$ cat config.mk
export PLATFORM = sky130hd
export DESIGN_NAME = in_keypad
export DESIGN_NICKNAME = d
export VERILOG_FILES = /design/src/rtl/keypad_pkg.sv /design/src/rtl/keypad_scan.sv /design/src/rtl/in_keypad.sv
export SDC_FILE = /design/constraint.sdc
export NUM_CORES = 1
export LEC_CHECK = 0
export ABC_AREA = 1
export CAP_MARGIN = 20
export CORE_UTILIZATION = 60
export DETAILED_ROUTE_END_ITERATION = 8
export GPL_TIMING_DRIVEN = 0
export PLACE_DENSITY_LB_ADDON = 0.2
export SLEW_MARGIN = 25
export SYNTH_ARGS = -nofsm -noshare
export SYNTH_HDL_FRONTEND = slang
export SYNTH_SLANG_ARGS = --single-unit
$ cat constraint.sdc
create_clock -name clock -period 6.6 [get_ports clock]
set_input_delay 1.32 -clock clock [delete_from_list [all_inputs] [get_ports clock]]
set_output_delay 1.32 -clock clock [all_outputs]
set_load 0.005 [all_outputs]
$ cat src/rtl/keypad_pkg.sv
// Shared types and constants for the 4x4 matrix keypad scanner.
package keypad_pkg;

  localparam int ROWS  = 4;
  localparam int COLS  = 4;
  localparam int KEY_W = 4;

  // Internal frame key carries an extra "none" flag in its MSB.
  localparam logic [KEY_W:0] KEY_NONE = {1'b1, {KEY_W{1'b0}}};

  typedef enum logic [1:0] {
    ST_IDLE = 2'd0,
    ST_CAND = 2'd1,
    ST_HELD = 2'd2
  } state_t;

  function automatic logic key_is_none(input logic [KEY_W:0] k);
    return k[KEY_W];
  endfunction

endpackage

$ cat src/rtl/keypad_scan.sv
// Column drive, row synchroniser and per-frame key accumulation for a 4x4 keypad.
module keypad_scan
  import keypad_pkg::*;
#(
  parameter int SCAN_DIV = 1000
) (
  input  logic             clock,
  input  logic             reset,
  input  logic [ROWS-1:0]  row_n,
  output logic [COLS-1:0]  col_n,
  output logic             frame_end,
  output logic [KEY_W:0]   frame_key
);

  localparam int DW_W = (SCAN_DIV > 1) ? $clog2(SCAN_DIV) : 1;

  logic [DW_W-1:0] dwell;
  logic [1:0]      col_idx;
  logic [ROWS-1:0] row_meta;
  logic [ROWS-1:0] row_sync;
  logic [1:0]      hit_cnt;
  logic [KEY_W-1:0] hit_pos;

  logic            sample;
  logic [ROWS-1:0] row_hit;
  logic [2:0]      sample_cnt;
  logic [KEY_W-1:0] sample_code;
  logic [2:0]      total;
  logic [1:0]      total_sat;

  function automatic logic [2:0] count_rows(input logic [ROWS-1:0] r);
    logic [2:0] n;
    n = 3'd0;
    for (int i = 0; i < ROWS; i++) n = n + {2'b00, r[i]};
    return n;
  endfunction

  function automatic logic [1:0] first_row(input logic [ROWS-1:0] r);
    logic [1:0] idx;
    idx = 2'd0;
    for (int i = ROWS - 1; i >= 0; i--) if (r[i]) idx = 2'(i);
    return idx;
  endfunction

  // Two-flop synchroniser; rows are asynchronous to clock.
  always_ff @(posedge clock) begin
    row_meta <= row_n;
    row_sync <= row_meta;
  end

  assign col_n       = ~(4'd1 << col_idx);
  assign sample      = (dwell == DW_W'(SCAN_DIV - 1));
  assign row_hit     = ~row_sync;
  assign sample_cnt  = count_rows(row_hit);
  assign sample_code = {first_row(row_hit), col_idx};

  // Hit count only needs to distinguish 0, 1 and "more than one".
  always_comb begin
    total     = {1'b0, hit_cnt} + (sample ? sample_cnt : 3'd0);
    total_sat = (total >= 3'd2) ? 2'd2 : total[1:0];
  end

  assign frame_end = sample && (col_idx == 2'd3);

  always_comb begin
    frame_key = KEY_NONE;
    if (frame_end && (total_sat == 2'd1))
      frame_key = {1'b0, (hit_cnt == 2'd1) ? hit_pos : sample_code};
  end

  always_ff @(posedge clock) begin
    if (reset) begin
      dwell   <= '0;
      col_idx <= 2'd0;
      hit_cnt <= 2'd0;
      hit_pos <= '0;
    end else if (sample) begin
      dwell   <= '0;
      col_idx <= col_idx + 2'd1;
      if (col_idx == 2'd3) begin
        hit_cnt <= 2'd0;
        hit_pos <= '0;
      end else begin
        hit_cnt <= total_sat;
        if ((hit_cnt == 2'd0) && (sample_cnt == 3'd1))
          hit_pos <= sample_code;
      end
    end else begin
      dwell <= dwell + DW_W'(1);
    end
  end

endmodule

$ cat src/rtl/in_keypad.sv
// Keypad front end: frame-based debounce FSM and one-entry valid/ready key buffer.
module in_keypad
  import keypad_pkg::*;
#(
  parameter int SCAN_DIV        = 1000,
  parameter int DEBOUNCE_FRAMES = 4
) (
  input  logic             clock,
  input  logic             reset,
  input  logic [ROWS-1:0]  row_n,
  output logic [COLS-1:0]  col_n,
  output logic [KEY_W-1:0] key_code,
  output logic             key_valid,
  input  logic             key_ready,
  output logic             key_down,
  output logic             overrun,
  input  logic             clear_overrun
);

  localparam int CNT_W = $clog2(DEBOUNCE_FRAMES + 1);
  localparam logic [CNT_W-1:0] CNT_TOP = CNT_W'(DEBOUNCE_FRAMES);

  logic           frame_end;
  logic [KEY_W:0] frame_key;

  state_t           state, state_next;
  logic [KEY_W-1:0] cand, cand_next;
  logic [CNT_W-1:0] cnt, cnt_next, cnt_inc;
  logic [CNT_W-1:0] rel_cnt, rel_next, rel_inc;
  logic             emit;
  logic [KEY_W-1:0] emit_code;

  keypad_scan #(
    .SCAN_DIV (SCAN_DIV)
  ) u_scan (
    .clock     (clock),
    .reset     (reset),
    .row_n     (row_n),
    .col_n     (col_n),
    .frame_end (frame_end),
    .frame_key (frame_key)
  );

  assign cnt_inc = cnt + CNT_W'(1);
  assign rel_inc = rel_cnt + CNT_W'(1);

  always_ff @(posedge clock) begin
    if (reset) begin
      state   <= ST_IDLE;
      cnt     <= '0;
      rel_cnt <= '0;
    end else begin
      state   <= state_next;
      cnt     <= cnt_next;
      rel_cnt <= rel_next;
    end
  end

  always_ff @(posedge clock) cand <= cand_next;

  // Debounce decisions are taken only on the frame-end cycle.
  always_comb begin
    state_next = state;
    cand_next  = cand;
    cnt_next   = cnt;
    rel_next   = rel_cnt;
    emit       = 1'b0;
    emit_code  = cand;
    if (frame_end) begin
      case (state)
        ST_IDLE: begin
          if (!key_is_none(frame_key)) begin
            cand_next = frame_key[KEY_W-1:0];
            emit_code = frame_key[KEY_W-1:0];
            cnt_next  = CNT_W'(1);
            if (DEBOUNCE_FRAMES == 1) begin
              emit       = 1'b1;
              state_next = ST_HELD;
              rel_next   = '0;
              cnt_next   = '0;
            end else begin
              state_next = ST_CAND;
            end
          end
        end
        ST_CAND: begin
          if (key_is_none(frame_key)) begin
            state_next = ST_IDLE;
            cnt_next   = '0;
          end else if (frame_key[KEY_W-1:0] == cand) begin
            if (cnt_inc == CNT_TOP) begin
              emit       = 1'b1;
              state_next = ST_HELD;
              rel_next   = '0;
              cnt_next   = '0;
            end else begin
              cnt_next = cnt_inc;
            end
          end else begin
            cand_next = frame_key[KEY_W-1:0];
            cnt_next  = CNT_W'(1);
          end
        end
        ST_HELD: begin
          if (!key_is_none(frame_key)) begin
            rel_next = '0;
          end else if (rel_inc == CNT_TOP) begin
            state_next = ST_IDLE;
            rel_next   = '0;
          end else begin
            rel_next = rel_inc;
          end
        end
        default: begin
          state_next = ST_IDLE;
          cnt_next   = '0;
          rel_next   = '0;
        end
      endcase
    end
  end

  always_comb begin
    key_down = (state == ST_HELD);
  end

  // One-entry buffer: a full, unacknowledged slot keeps its code and flags overrun.
  always_ff @(posedge clock) begin
    if (reset) begin
      key_code  <= '0;
      key_valid <= 1'b0;
      overrun   <= 1'b0;
    end else begin
      if (emit) begin
        if (!key_valid || key_ready) begin
          key_code  <= emit_code;
          key_valid <= 1'b1;
        end
      end else if (key_valid && key_ready) begin
        key_valid <= 1'b0;
      end
      if (emit && key_valid && !key_ready)
        overrun <= 1'b1;
      else if (clear_overrun)
        overrun <= 1'b0;
    end
  end

endmodule

==> out/metrics.json, run 1 <==
{
  "outcome": "finished, final reports clean",
  "synth_largest_area_cell": "sky130_fd_sc_hd__dfxtp_1",
  "initial_cell_density_of_the_core_pct": 64.27,
  "grt_antenna_before_repair": 0,
  "syn-cell-area_um2": 2424,
  "cts_htree_levels": 2,
  "start_kind": "flip-flop",
  "grt.total_usage_pct": 24.59,
  "post-route-worst-setup-slack_ns": 3.062,
  "port_buffers": 17,
  "synth.area.top_cells": "sky130_fd_sc_hd__dfxtp_1 33%, sky130_fd_sc_hd__ha_1 8.3%, sky130_fd_sc_hd__inv_1 8.2%",
  "globalRouteMet1Util_pct": 31.68,
  "critPathTopFamily": "adder cells",
  "cts.sink_count": 44,
  "vdd.ir_drop.worst_uv": 137.6,
  "netSwitchingPower_mw": 0.1083,
  "vias_per_cell": 5.214,
  "crit_required_ns": 6.65,
  "dieHeight_um": 65.56,
  "num_io_pins": 19,
  "total_power_mw": 0.4745,
  "final-setup-viol-count": 0,
  "fp-row-count": 22,
  "p_leak_nw": 1.195,
  "drt-wirelength-per-cell_um": 11.44,
  "yosysWarnings": 0,
  "drive_above_1_share_pct": 11.21,
  "number_of_stages_on_the_worst_setup_path": 19,
  "postSynthCellCount": 314,
  "cts-resized-gates": 0,
  "setup_repair_after_global_routing_missed_its_margin": "false",
  "use_met3_pct": 6.424,
  "gpl.final_weighted_congestion": 0.8695,
  "timing.clock.skew_ns": 0.006375,
  "detail_route.wirelength_mm": 4.428,
  "grt_max_degree": 15,
  "cts.repair_timing.setup_buffer_count": 0,
  "class_of_the_worst_hold_path": "flip-flop to flip-flop",
  "drt_first_pass_iters": 4,
  "holdWs_ns": 0.3314,
  "worstHoldPathCells": 0,
  "grt_overflow_total": 0,
  "grt_util_met2_pct": 39.82,
  "cpMaxStageDelayCell": "sky130_fd_sc_hd__fa_1",
  "timing_worst_setup_path_type": "flip-flop to flip-flop",
  "cts-buffers-inserted": 5,
  "worst_skew_pair.late_latency_ns": 0.30,
  "cpPeakStageDelay_ns": 0.41,
  "synth-main-ff-cell": "sky130_fd_sc_hd__dfxtp_1",
  "synth_net_count": 340,
  "global_route.peak_usage_layer": "met2",
  "crit_path_cell_trace": "inv_1 > ha_1 > fa_1 > ha_1 > inv_1 > nor2_1 > fa_1 > inv_1 > nand3_2 > nor2_8 > nand3_2 > nand2_1 > nand2_2 > nor2_4 > nand2_2 > nand2_4 > nand2_1 > nand2_1 > inv_1",
  "slew_violations": 0,
  "synth_seq_cells": 44,
  "clk_root_buf": "sky130_fd_sc_hd__clkbuf_8",
  "combinationalPowerShare_pct": 4.1,
  "vias": 2018,
  "post_synth.cell_area_avg_um2": 7.718,
  "detailed_place_hpwl_mm": 3.366,
  "insertedDiodeCount": 0,
  "finalCriticalPeriod_ns": 3.538,
  "finish.net_count": 364,
  "timing.slew.headroom_pct": 49.36,
  "ant_nets": 0,
  "die-width_um": 65.56,
  "cp_max_fo": 9,
  "layout_worst_path_cycle_share_pct": 53.61,
  "cts_hold_buf": 0,
  "share_seq_of_total_power_pct": 57.9,
  "drc_errors": 0,
  "number_of_flops_mapped_to_enable_cells_by_yosys": 4,
  "cpMostUsedCell": "sky130_fd_sc_hd__inv_1",
  "switching_share_pct": 22.83,
  "totalNegativeSetupSlack_ns": 0,
  "netlist-cell-type-count": 36,
  "tightest_slew_ns": 0.7568,
  "dp_slack_ns": 3.095,
  "drv.max_cap_violation_count": 0,
  "seq_area_frac_synth_pct": 38.00,
  "path_clk_slew_ns": 0.08,
  "final_hold_viol_count": 0,
  "clock_power_share_pct": 38.0,
  "peak_freq_ghz": 0.2826,
  "clock_tree.buffer_depth": 2,
  "core_area_um2": 3771,
  "synth.cells.most_frequent": "53 x sky130_fd_sc_hd__inv_1, 53 x sky130_fd_sc_hd__nand2_1, 43 x sky130_fd_sc_hd__nor2_1",
  "clock_tree_from_tritoncts": "done",
  "layout-area-overhead-vs-synth_pct": 13.47,
  "crit_arrival_ns": 3.59,
  "cell_internal_pwr_mw": 0.3662,
  "first_pass_grt_wire_length_mm": 8.093,
  "post_synthesis_async_set_or_reset_flop_share_pct": 0,
  "dieArea_um2": 4297,
  "cp-end-kind": "flip-flop",
  "path_buf_inv": 4,
  "power_density_nw_per_um2": 172.5,
  "first_iter_violations": 106,
  "via_count_of_the_first_global_routing_pass": 1899,
  "synthDominantCellAreaShare_pct": 33.04,
  "r2r.worst_path.cells": 19
}
==> registers in the layout, summed over array words and instances (netlist names) <==
register / flops
cand: 4
cnt: 3
key_code: 4
key_valid: 1
overrun: 1
rel_cnt: 3
state: 2
u_scan.col_idx: 2
u_scan.dwell: 10
u_scan.hit_cnt: 2
u_scan.hit_pos: 4
u_scan.row_meta: 4
u_scan.row_sync: 4
==> power groups by stage <==
stage,Combinational (mW),Sequential [mW],Clock (mW)
2_1_floorplan,0.0124,0.280,0
3_3_place_gp,0.0187,0.281,0
3_5_place_dp,0.0195,0.281,0
4_1_cts,0.0197,0.275,0.184
5_1_grt,0.0231,0.275,0.198
6_report,0.0196,0.275,0.180
==> metrics by stage <==
step	instances	utilization, %	instance area (um^2)
CTS	387	72.93	2750
global placement	379	70.37	2654
global route	387	72.93	2750
detailed placement	379	70.37	2654
floorplan	314	-	2424
finish	387	72.93	2750
==> metal layers <==
layer	up-vias	wire [um]
li1	1050	-
met1	907	2189
met2	57	1956
met3	4	243
met4	0	39
met5	-	0
==> area by class of cell <==
class                           count  area, um^2
Buffer                              4       23.77
Clock inverter                      2       13.76
Clock buffer                        6       82.58
Sequential cell                    44       920.9
Timing Repair Buffer               17       170.2
Tap cell                           48       60.06
Inverter                           55       206.4
Multi-Input combinational cell    211        1272
Fill cell                         315        1021
==> worst reg2reg max path: stages (launching register included) <==
cell and delay, ns:
sky130_fd_sc_hd__dfxtp_1 0.36, sky130_fd_sc_hd__inv_1 0.07, sky130_fd_sc_hd__ha_1 0.31, sky130_fd_sc_hd__fa_1 0.41
sky130_fd_sc_hd__ha_1 0.31, sky130_fd_sc_hd__inv_1 0.04, sky130_fd_sc_hd__nor2_1 0.14, sky130_fd_sc_hd__fa_1 0.40
sky130_fd_sc_hd__inv_1 0.10, sky130_fd_sc_hd__nand3_2 0.13, sky130_fd_sc_hd__nor2_8 0.19, sky130_fd_sc_hd__nand3_2 0.12
sky130_fd_sc_hd__nand2_1 0.10, sky130_fd_sc_hd__nand2_2 0.07, sky130_fd_sc_hd__nor2_4 0.16, sky130_fd_sc_hd__nand2_2 0.09
sky130_fd_sc_hd__nand2_4 0.09, sky130_fd_sc_hd__nand2_1 0.06, sky130_fd_sc_hd__nand2_1 0.05, sky130_fd_sc_hd__inv_1 0.10
==> path summary, 6_finish.rpt <==
path / from / end / slack (ns)
hold reg to reg: u_scan.row_meta[3] / u_scan.row_sync[3] / 0.33
setup reg to reg: u_scan.row_sync[0] / cand[3] / 3.06
hold / removal: u_scan.row_meta[3] / u_scan.row_sync[3] / 0.33
setup / recovery: u_scan.row_sync[0] / cand[3] / 3.06
==> cell usage in the layout (no fill, tap or decap), types with 5 or more instances in the layout <==
master / n
sky130_fd_sc_hd__inv_1: 53
sky130_fd_sc_hd__nand2_1: 53
sky130_fd_sc_hd__nor2_1: 43
sky130_fd_sc_hd__dfxtp_1: 40
sky130_fd_sc_hd__a21oi_1: 17
sky130_fd_sc_hd__clkdlybuf4s50_1: 17
sky130_fd_sc_hd__ha_1: 16
sky130_fd_sc_hd__nand3_1: 12
sky130_fd_sc_hd__nand4_1: 10
sky130_fd_sc_hd__o21ai_0: 10
sky130_fd_sc_hd__clkbuf_8: 6
sky130_fd_sc_hd__nand3_2: 5
sky130_fd_sc_hd__o22ai_1: 5
==> kinds of logic (layout without fill, tap and decap cells) <==
group | count (synthesis) | after routing | share of synthesized area [%]
simple gates | 151 | 151 | 32.58
buf+inv | 59 | 84 | 9.499
flops | 44 | 44 | 38.00
compound gates | 41 | 41 | 9.551
fa+ha+maj | 18 | 18 | 9.912
mux | 1 | 1 | 0.4646
Power figures use the tool's default switching activity.
==> run 2, diff against run 1 <==
Settings changed: CORE_UTILIZATION 60 to 58.
Clock period 6.6 ns to 3.3 ns, I/O delays scaled along.
==> out/metrics.json, run 2 (synthesized netlist as in run 1, its figures left out) <==
{
  "timing.clock.skew_ns": 0.005390,
  "class_of_the_worst_hold_path": "flip-flop to flip-flop",
  "tightest_slew_ns": 0.9634,
  "timing.slew.headroom_pct": 35.53,
  "grt_antenna_before_repair": 0,
  "p_leak_nw": 1.286,
  "grt_max_degree": 16,
  "num_io_pins": 19,
  "cp_max_fo": 5,
  "path_clk_slew_ns": 0.08,
  "setup_repair_after_global_routing_missed_its_margin": "true",
  "detailed_place_hpwl_mm": 3.433,
  "gpl.final_weighted_congestion": 0.8888,
  "timing_worst_setup_path_type": "flip-flop to flip-flop",
  "drc_errors": 0,
  "grt_overflow_total": 0,
  "grt.total_usage_pct": 28.95,
  "dieArea_um2": 4441,
  "outcome": "finished, violations left",
  "largest_reg_flops": 10,
  "layout_worst_path_cycle_share_pct": 103.6,
  "cts-buffers-inserted": 5,
  "clk_root_buf": "sky130_fd_sc_hd__clkbuf_8",
  "clock_tree_from_tritoncts": "done",
  "layout-area-overhead-vs-synth_pct": 24.83,
  "clock_tree.buffer_depth": 2,
  "most_common_cell_after_layout_fill_and_taps_aside": "sky130_fd_sc_hd__inv_1",
  "biggest_register": "u_scan.dwell",
  "drt-wirelength-per-cell_um": 14.76,
  "port_buffers": 17,
  "final-setup-viol-count": 16,
  "cts_htree_levels": 2,
  "timing.critical_path.from": "u_scan.row_sync[1]",
  "crit-reg2reg-launch": "u_scan.row_sync[1]",
  "via_count_of_the_first_global_routing_pass": 2064,
  "final_hold_viol_count": 0,
  "timing.reg2reg.setup_slack_ns": -0.12,
  "crit_required_ns": 3.38,
  "post-route-worst-setup-slack_ns": -0.1199,
  "final_core_area_utilization_pct": 75.63,
  "power_density_nw_per_um2": 342.2,
  "start_kind": "flip-flop",
  "vias_per_cell": 5.531,
  "insertedDiodeCount": 0,
  "rr_endpoint": "cand[2]",
  "dp_slack_ns": -0.2048,
  "dieHeight_um": 66.64,
  "finish.net_count": 378,
  "r2r.worst_path.cells": 20,
  "total_power_mw": 1.035,
  "worstSetupEndpoint": "cand[2]",
  "slew_violations": 0,
  "final_cell_mix": "47 x sky130_fd_sc_hd__inv_1, 45 x sky130_fd_sc_hd__nand2_1, 39 x sky130_fd_sc_hd__nor2_1, 38 x sky130_fd_sc_hd__dfxtp_1, 17 x sky130_fd_sc_hd__clkdlybuf4s50_1",
  "peak_freq_ghz": 0.2924,
  "drv.max_cap_violation_count": 0,
  "totalNegativeSetupSlack_ns": -1.201,
  "worst_skew_pair.late_latency_ns": 0.31,
  "drive_above_1_share_pct": 22.95,
  "first_iter_violations": 162,
  "finalCriticalPeriod_ns": 3.420,
  "initial_cell_density_of_the_core_pct": 60.59,
  "cp-end-kind": "flip-flop",
  "vdd.ir_drop.worst_uv": 275.0,
  "fp-row-count": 23,
  "first_pass_grt_wire_length_mm": 9.494,
  "drt_first_pass_iters": 5,
  "die-width_um": 66.64,
  "core_area_um2": 4000,
  "crit_arrival_ns": 3.50,
  "vias": 2229,
  "detail_route.wirelength_mm": 5.948,
  "cts.sink_count": 44,
  "failed_checks": "negative setup slack",
  "ant_nets": 0
}
-- run 2: final cells by class --
| cell class | count | area (um^2) |
|---|---|---|
| Clock inverter | 3 | 47.55 |
| Fill cell | 284 | 974.7 |
| Tap cell | 50 | 62.56 |
| Timing Repair Buffer | 31 | 299.0 |
| Sequential cell | 44 | 923.4 |
| Clock buffer | 5 | 68.82 |
| Buffer | 4 | 23.77 |
| Multi-Input combinational cell | 211 | 1391 |
| Inverter | 55 | 209.0 |
-- run 2: metal layers --
metal	part of all wire [%]	track usage (%)
met1	40	34.82
met2	48	47.22
met3	8.1	6.849
met4	3.7	15.69
met5	0	0
-- run 2: critical path, cell delays in order (launching register included) --
cell and delay [ns]:
sky130_fd_sc_hd__dfxtp_2 0.35, sky130_fd_sc_hd__inv_2 0.05, sky130_fd_sc_hd__ha_4 0.23, sky130_fd_sc_hd__fa_2 0.52
sky130_fd_sc_hd__inv_2 0.05, sky130_fd_sc_hd__nor2_2 0.08, sky130_fd_sc_hd__ha_2 0.20, sky130_fd_sc_hd__fa_2 0.45
sky130_fd_sc_hd__inv_2 0.10, sky130_fd_sc_hd__nand3_4 0.10, sky130_fd_sc_hd__nor2_8 0.13, sky130_fd_sc_hd__buf_12 0.13
sky130_fd_sc_hd__nand3_4 0.07, sky130_fd_sc_hd__nand2_2 0.10, sky130_fd_sc_hd__nand2_2 0.07, sky130_fd_sc_hd__nor2_4 0.14
sky130_fd_sc_hd__nand2_2 0.12, sky130_fd_sc_hd__nand2_4 0.11, sky130_fd_sc_hd__nand2_2 0.06, sky130_fd_sc_hd__nand2_2 0.08
sky130_fd_sc_hd__inv_4 0.06
-- run 2: worst min path at each step --
| stage | start | to | slack, ns | cells after the start |
|---|---|---|---|---|
| 6_report | u_scan.row_meta[3] | u_scan.row_sync[3] | 0.33 | 0 |
| 3_3_place_gp | u_scan.row_meta[1] | u_scan.row_sync[1] | 0.31 | 0 |
| 5_1_grt | u_scan.row_meta[0] | u_scan.row_sync[0] | 0.34 | 0 |
| 4_1_cts | u_scan.row_meta[3] | u_scan.row_sync[3] | 0.34 | 0 |
| 3_5_place_dp | u_scan.row_meta[3] | u_scan.row_sync[3] | 0.31 | 0 |
| 2_1_floorplan | u_scan.row_meta[0] | u_scan.row_sync[0] | 0.31 | 0 |
-- run 2: per-stage QoR --
stage	instance area, um^2	instances	hold WS (ns)
6_report	3025	403	0.3324
5_1_grt	3025	403	0.3411
4_1_cts	2955	401	0.3357
3_5_place_dp	2656	381	0.3143
3_3_place_gp	2656	381	0.3106
2_1_floorplan	2424	314	0.3096
-- run 2: what timing repair did --
item / CTS / global route
setup endpoints to repair: 18 / 22
setup buffers: 12 / 2
resized for setup: 28 / 13
hold buffers: 0 / 0
pin swaps: 20 / 19
-- run 2: power breakdown --
group | switching, mW | internal (mW)
clock network | 0.200 | 0.228
logic | 0.0312 | 0.0264
registers | 0.00449 | 0.546
